[config.mk]
export PLATFORM = sky130hd
export DESIGN_NAME = alu_multicycle
export DESIGN_NICKNAME = d
export VERILOG_FILES = /design/src/rtl/alu_multicycle.sv
export SDC_FILE = /design/constraint.sdc
export NUM_CORES = 1
export LEC_CHECK = 0
export BUFFER_PORTS_ARGS = -buffer_cell sky130_fd_sc_hd__buf_2
export CAP_MARGIN = 20
export CORE_UTILIZATION = 63
export DETAILED_ROUTE_END_ITERATION = 7
export HOLD_SLACK_MARGIN = 0.05
export PLACE_DENSITY_LB_ADDON = 0.05
export REMOVE_ABC_BUFFERS = 1
export SLEW_MARGIN = 20
export SYNTH_ARGS = -nofsm -noshare
export SYNTH_HDL_FRONTEND = slang
export SYNTH_SLANG_ARGS = --single-unit
[constraint.sdc]
create_clock -name clk -period 4.05 [get_ports clk]
set_input_delay 0.81 -clock clk [delete_from_list [all_inputs] [get_ports clk]]
set_output_delay 0.81 -clock clk [all_outputs]
set_load 0.02 [all_outputs]
[src/rtl/alu_multicycle.sv]
// alu_multicycle: handshaked execute-stage ALU with registered result and flags.
// Single-cycle ops finish in one clock; MUL and optional iterative shifts run in BUSY.
module alu_multicycle #(
   parameter int WIDTH      = 16,
   parameter int ITER_SHIFT = 0,
   parameter int LHI_SHIFT  = WIDTH / 2,
   localparam int SHAMT_W   = $clog2(WIDTH)
) (
   input  logic               clk,
   input  logic               reset,
   input  logic               in_valid,
   output logic               in_ready,
   input  logic [3:0]         in_op,
   input  logic [WIDTH-1:0]   in_a,
   input  logic [WIDTH-1:0]   in_b,
   input  logic [SHAMT_W-1:0] in_shamt,
   output logic               out_valid,
   input  logic               out_ready,
   output logic [WIDTH-1:0]   out_result,
   output logic               out_zero,
   output logic               out_ovf,
   output logic               busy
);

   localparam logic [1:0] S_IDLE = 2'd0;
   localparam logic [1:0] S_BUSY = 2'd1;
   localparam logic [1:0] S_DONE = 2'd2;

   localparam logic [3:0] OP_ADD = 4'd0;
   localparam logic [3:0] OP_SUB = 4'd1;
   localparam logic [3:0] OP_AND = 4'd2;
   localparam logic [3:0] OP_OR  = 4'd3;
   localparam logic [3:0] OP_NOT = 4'd4;
   localparam logic [3:0] OP_TCP = 4'd5;
   localparam logic [3:0] OP_SHL = 4'd6;
   localparam logic [3:0] OP_SRA = 4'd7;
   localparam logic [3:0] OP_LHI = 4'd8;
   localparam logic [3:0] OP_MUL = 4'd9;
   localparam logic [3:0] OP_SLT = 4'd10;

   logic [1:0]         state;
   logic [3:0]         op_q;
   logic [WIDTH-1:0]   a_q;
   logic [WIDTH-1:0]   b_q;
   logic [WIDTH-1:0]   acc;
   logic [SHAMT_W-1:0] cnt;

   logic               accept;
   logic               go_busy;
   logic               is_shift;
   logic [WIDTH-1:0]   sum;
   logic [WIDTH-1:0]   diff;
   logic [WIDTH-1:0]   tcp;
   logic [WIDTH-1:0]   alu_res;
   logic               alu_ovf;
   logic [WIDTH-1:0]   mul_next;
   logic [WIDTH-1:0]   shift_next;
   logic [WIDTH-1:0]   iter_res;

   assign in_ready  = (state == S_IDLE) |
                      ((state == S_DONE) & out_ready);
   assign out_valid = (state == S_DONE);
   assign busy      = (state == S_BUSY);
   assign accept    = in_valid & in_ready;

   assign is_shift = (in_op == OP_SHL) | (in_op == OP_SRA);
   assign go_busy  = (in_op == OP_MUL) |
                     ((ITER_SHIFT != 0) & is_shift &
                      (in_shamt != '0));

   assign sum  = in_a + in_b;
   assign diff = in_a - in_b;
   assign tcp  = ~in_a + 1'b1;

   always_comb begin
      alu_res = in_a;
      alu_ovf = 1'b0;
      unique case (in_op)
         OP_ADD: begin
            alu_res = sum;
            alu_ovf = (in_a[WIDTH-1] == in_b[WIDTH-1]) &
                      (sum[WIDTH-1] != in_a[WIDTH-1]);
         end
         OP_SUB: begin
            alu_res = diff;
            alu_ovf = (in_a[WIDTH-1] != in_b[WIDTH-1]) &
                      (diff[WIDTH-1] != in_a[WIDTH-1]);
         end
         OP_AND: alu_res = in_a & in_b;
         OP_OR:  alu_res = in_a | in_b;
         OP_NOT: alu_res = ~in_a;
         OP_TCP: begin
            alu_res = tcp;
            alu_ovf = (in_a == {1'b1, {(WIDTH-1){1'b0}}});
         end
         OP_SHL: alu_res = in_a << in_shamt;
         OP_SRA: alu_res = $signed(in_a) >>> in_shamt;
         OP_LHI: alu_res = in_b << LHI_SHIFT;
         OP_SLT: alu_res = {{(WIDTH-1){1'b0}},
                            ($signed(in_a) < $signed(in_b))};
         default: alu_res = in_a;
      endcase
   end

   // a_q doubles as multiplicand (MUL) or the value being shifted
   assign mul_next   = acc + (b_q[0] ? a_q : '0);
   assign shift_next = (op_q == OP_SHL) ?
                       {a_q[WIDTH-2:0], 1'b0} :
                       {a_q[WIDTH-1], a_q[WIDTH-1:1]};
   assign iter_res   = (op_q == OP_MUL) ? mul_next : shift_next;

   always_ff @(posedge clk or posedge reset) begin
      if (reset) begin
         state      <= S_IDLE;
         op_q       <= '0;
         a_q        <= '0;
         b_q        <= '0;
         acc        <= '0;
         cnt        <= '0;
         out_result <= '0;
         out_zero   <= 1'b0;
         out_ovf    <= 1'b0;
      end else if (accept) begin
         op_q <= in_op;
         a_q  <= in_a;
         b_q  <= in_b;
         acc  <= '0;
         if (go_busy) begin
            state <= S_BUSY;
            cnt   <= (in_op == OP_MUL) ? SHAMT_W'(WIDTH-1)
                                       : in_shamt - 1'b1;
         end else begin
            state      <= S_DONE;
            out_result <= alu_res;
            out_zero   <= (alu_res == '0);
            out_ovf    <= alu_ovf;
         end
      end else begin
         unique case (state)
            S_IDLE: ;
            S_BUSY: begin
               acc <= mul_next;
               a_q <= (op_q == OP_MUL) ? (a_q << 1) : shift_next;
               b_q <= b_q >> 1;
               cnt <= cnt - 1'b1;
               if (cnt == '0) begin
                  state      <= S_DONE;
                  out_result <= iter_res;
                  out_zero   <= (iter_res == '0);
                  out_ovf    <= 1'b0;
               end
            end
            S_DONE: if (out_ready) state <= S_IDLE;
            default: state <= S_IDLE;
         endcase
      end
   end

endmodule

=== Word-level counts from Yosys, hierarchy flattened ===
Cells that the tools add are included.

* Bits in registers: 76
* Bits of input ports: 44
* Output and inout bits: 21
* Logic and storage cells: 91

* Add/sub/neg operators: 5
* $lt $le $gt $ge: 1
* Equal/unequal tests: 24
* Shift-type cells: 2
* Muxes and demuxes: 32
* Bitwise operators: 8
* Reduce and logical (&&, ||, !) cells: 10

{| class="wikitable"
|+ Operators by type and width
! operator !! number
|-
| $mux W16 || 14
|-
| $pmux W16 S10 || 1
|-
| $add A16 B16 Y16 || 2
|-
| $logic_not A16 Y1 || 2
|-
| $eq A4 B3 Y1 const B || 5
|-
| $add A16 B1 Y16 const B || 1
|-
| $and A16 B16 Y16 || 1
|-
| $eq A16 B16 Y1 const B || 1
|-
| $eq A4 B4 Y1 const B || 4
|-
| $lt A16 B16 Y1 || 1
|-
| $not A16 Y16 || 1
|-
| $or A16 B16 Y16 || 1
|-
| $shl A16 B4 Y16 || 1
|-
| $sshr A16 B4 Y16 || 1
|-
| $sub A16 B16 Y16 || 1
|-
| $mux W4 || 3
|-
| $eq A4 B2 Y1 const B || 2
|-
| $logic_not A4 Y1 || 2
|-
| $mux W1 || 8
|-
| $mux W2 || 4
|-
| $ne A3 B1 Y1 const B || 2
|-
| $pmux W2 S3 || 1
|-
| $reduce_and A3 Y1 || 2
|-
| $and A1 B1 Y1 || 4
|-
| other kinds (13) || 17
|}

=== Longest topological paths before layout ===
* Depth after elaboration: 7
* Mapped depth: 14
* Mapped depth without buffers: 13

=== Least setup slack after synthesis ===
OpenSTA, ideal clock, no wires.

* Kind: in2reg
* Start: input in_a[0]
* End: register out_result[0]
* Arrival: 3.736 ns
* Path slack: 0.189 ns
* Cell stages on the path: 14
* Buffers on the path: 1
* Cells stage by stage: clkbuf_1 -> inv_1 -> ha_1 -> inv_1 -> fa_1 -> nand2b_1 -> a2111oi_0 -> nor3_1 -> a2111oi_0 -> o32a_1 -> a21oi_1 -> o41ai_1 -> a21oi_1 -> mux2_2

* Word-level cells in the longest chain between the ends: 5

{| class="wikitable"
|+ Ends and longest elaborated chain
! element !! line !! source
|-
| from (decl) || 14 || <nowiki>input logic [WIDTH-1:0] in_a,</nowiki>
|-
| $not A16 Y16 || 73, 91 ||
|-
| $add A16 B1 Y16 || 73 || <nowiki>assign tcp = ~in_a + 1'b1;</nowiki>
|-
| $pmux W16 S10 (*) || 78 || <nowiki>unique case (in_op)</nowiki>
|-
| $mux W16 (*) || 128 || <nowiki>if (go_busy) begin</nowiki>
|-
| $mux W16 (*) || 123 || <nowiki>end else if (accept) begin</nowiki>
|-
| to (signal assigned) || 134 || <nowiki>out_result <= alu_res;</nowiki>
|-
| to (signal assigned) || 148 || <nowiki>out_result <= iter_res;</nowiki>
|-
| to (decl) || 19 || <nowiki>output logic [WIDTH-1:0] out_result,</nowiki>
|}

Every way passes the cells marked *; elsewhere a longest branch is shown, timed or not. The select of a mux whose other input is x is not followed.
A chain may end at the register's enable or synchronous reset.

=== Worst setup path after layout ===
* Start: input in_a[0]
* End: register out_zero

* Word-level cells in the longest chain between the ends: 6

{| class="wikitable"
|+ Ends and longest elaborated chain
! element !! line !! source
|-
| $not A16 Y16 || 73, 91 ||
|-
| $add A16 B1 Y16 || 73 ||
|-
| $pmux W16 S10 (*) || 78 ||
|-
| $logic_not A16 Y1 (*) || 135 || <nowiki>out_zero <= (alu_res == '0);</nowiki>
|-
| $mux W1 (*) || 128 ||
|-
| $mux W1 (*) || 123 ||
|-
| to (signal assigned) || 135 ||
|-
| to (signal assigned) || 149 || <nowiki>out_zero <= (iter_res == '0);</nowiki>
|-
| to (decl) || 20 || <nowiki>output logic out_zero,</nowiki>
|}

Marks and branches as above.

==> impl_metrics.py <==
metrics = {
    "floorplanning": {
        "die-height_um": 126.0,
        "std_cell_rows": 44,
        "die_x_um": 126.0,
        "core_area_um2": 14750,
        "start_util_pct": 65.70,
        "io_pins": 65,
        "die-area_um2": 15890,
    },
    "grt": {
        "grt_use_total_pct": 44.00,
        "antenna_found_initial": 0,
        "grt-ovfl-total": 0,
        "grt_pass1_wl_mm": 54.26,
        "grt_max_degree": 53,
        "grt_pass1_vias": 10020,
    },
    "route": {
        "viasPerCell": 7.107,
        "ant_nets": 0,
        "drtIter0Drc": 1403,
        "wl_per_cell_um": 23.36,
        "drc": 0,
        "vias": 10530,
        "drt-pass1-iter-count": 6,
        "routed_wl_mm": 34.59,
    },
    "sta": {
        "layout_min_cycle_time_ns": 3.833,
        "tightestPinTransition_ns": 0.9916,
        "hold-worst-slack_ns": 0.4768,
        "slew_headroom_pct": 33.53,
        "drv_slew": 0,
        "hold_viol": 0,
        "fin_crit_sh_pct": 94.64,
        "setup_ws_ns": 0.2172,
        "rsz0062_at_grt": "no",
        "max_freq_mhz": 260.9,
        "setup_viol": 0,
        "fin_worst_skew_ns": 0.006352,
    },
    "clocking": {
        "clkTransAtPathRegs_ns": 0.06,
        "hold_buffers": 0,
        "cts_tree": "yes",
        "worstSkewPairLatency_ns": 0.35,
        "cts_buffer_depth": 2,
        "cts.sinks": 76,
        "htree_levels": 3,
        "cts-root-buf": "clkbuf_16",
        "cts_inserted_buffers": 9,
    },
    "cells_and_area": {
        "final_nets": 1410,
        "layout_commonest_cell": "nand2_1",
        "drive_gt1_share_pct": 17.96,
        "final_area_um2": 10800,
        "layout_common_cells": "nand2_1 (117), buf_4 (87), o21ai_0 (85), a21oi_1 (80), dfrtp_1 (76)",
        "insertedDiodeCount": 0,
        "fin_util_pct": 73.23,
        "num-fill-cells": 1243,
        "area_delta_synth_final_pct": 11.46,
    },
    "power": {
        "power.density_nw_per_um2": 312.2,
        "leakage_nw": 4.808,
        "irDropWorstVdd_mv": 0.2191,
        "power_w": 0.003373,
    },
    "synth": {
        "synth_cell_types": 84,
        "ys_warn_count": 0,
        "avgSynthCellArea_um2": 7.830,
        "synth-main-ff-cell": "dfrtp_1",
        "async_flop_share_pct": 100.0,
        "ys_seq_area_share_pct": 19.62,
        "synthCells": 1238,
        "ys_ff_latch": 76,
        "synth_enable_flop_cells": 0,
        "synth_area_um2": 9693,
    },
    "place": {
        "place_area_um2": 10520,
        "dpl.hpwl_mm": 25.79,
        "gp_congestion": 1.051,
        "dp_slack_ns": -0.09202,
        "numPortBuffers": 64,
    },
    "setup_path": {
        "arrival_ns": 4.09,
        "timing.rr.end": "out_result[15]",
        "r2r-start": "b_q[0]",
        "critPathMaxFanout": 4,
        "r2r_slack_ns": 0.22,
        "critPathKind": "in -> reg",
        "startpoint": "in_a[0]",
        "crit_path_end_kind": "flip-flop",
        "cp-start-kind": "primary input",
        "required_ns": 4.31,
        "r2r_cells": 13,
    },
    "min_path": {
        "hold-path-cell-count": 2,
        "hp-class": "reg -> reg",
        "hold_path_end": "out_result[7]",
        "hold_start": "out_result[7]",
    },
    "job": {
        "drv_cap": 0,
    },
    "run_status": {
        "status": "finished clean",
    },
}
-- state kept, by name, summed over array words and instances (netlist names) --
register and flops:
a_q 16, acc 16, b_q 16, out_result 16, cnt 4, op_q 4
state 2, out_ovf 1, out_zero 1
-- timing repair --
item,CTS,global route
setup buffers,0,0
setup endpoints to repair,0,2
resized for setup,0,1
-- per-stage QoR --
stage,instances,TNS [ns]
3_5_place_dp,1465,-0.1710
2_1_floorplan,1130,-4.816
3_3_place_gp,1465,0
5_1_grt,1481,0
6_report,1481,0
4_1_cts,1481,0
-- report_power, final --
part	total [W]	switching [W]	internal, W
sequential	0.00105	0.000142	0.000908
combinational	0.00153	0.000929	0.000597
clock	0.000797	0.000372	0.000425
-- synth_stat cells (all sizes together) (12+ instances only) --
master / number / area share, %
a211oi: 19 / 1.5
buf: 12 / 0.71
a22oi: 31 / 2.4
a21o: 15 / 1.2
clkbuf: 96 / 3.7
and2: 21 / 1.4
o21ai: 86 / 4.4
nor2: 74 / 2.9
and3: 12 / 0.77
mux2i: 34 / 3.5
xnor2: 24 / 2.2
nand2: 117 / 4.5
or3: 12 / 0.77
ha: 71 / 9.2
a21oi: 81 / 4.2
nand3: 37 / 1.9
dfrtp: 76 / 20
nand4: 14 / 0.90
or4: 12 / 1.0
o31ai: 14 / 1.1
nor4: 17 / 1.3
o211ai: 17 / 1.3
nor3: 37 / 1.9
mux4: 27 / 6.3
nor2b: 19 / 1.2
nand2b: 18 / 1.2
inv: 58 / 2.2
-- logic make-up (layout without fill, tap and decap cells) --
| kind of cell | Yosys count | after routing | share of synthesized area [%] |
|---|---|---|---|
| simple gates | 435 | 435 | 23.51 |
| buf+inv | 167 | 226 | 6.712 |
| flops | 76 | 76 | 19.62 |
| mux | 69 | 69 | 10.71 |
| compound gates | 386 | 386 | 26.86 |
| xor+xnor | 31 | 31 | 2.801 |
| fa+ha+maj | 74 | 74 | 9.784 |
-- area by class of cell --
cell class | instances | area (um^2) | share of cell area (%)
Clock buffer | 9 | 225.2 | 2.085
Multi-Input combinational cell | 995 | 7192 | 66.57
Inverter | 59 | 222.7 | 2.061
Timing Repair Buffer | 151 | 973.4 | 9.010
Sequential cell | 76 | 1902 | 17.60
Clock inverter | 7 | 58.81 | 0.5443
Tap cell | 184 | 230.2 | 2.131
-- worst max-delay path, stage by stage --
cell and delay (ns):
buf_2 0.10, inv_1 0.05, ha_1 0.22, inv_1 0.08, fa_1 0.21, nand2b_1 0.10, a2111oi_0 0.51, nor3_1 0.20
a2111oi_1 0.52, buf_4 0.20, o32a_1 0.21, a21oi_1 0.11, o41ai_1 0.35, nand4_1 0.18, o31ai_2 0.24
-- worst max path at each step --
stage                     cells after the start              to  slack (ns)
after detailed placement                     15        out_zero       -0.09
after CTS                                    15        out_zero        0.25
after global routing                         13  out_result[15]        0.04
after floorplan                               9        out_zero       -1.38
final                                        15        out_zero        0.22
after global placement                       15   out_result[0]        0.10
-- per-layer routing --
metal	vias to the layer above	GRT usage [%]	routed length, um
li1	4719	-	-
met1	4849	56.98	13370
met2	791	70.04	15540
met3	167	8.071	3744
met4	0	23.25	1942
met5	-	0	0
Power figures use the tool's default switching activity.
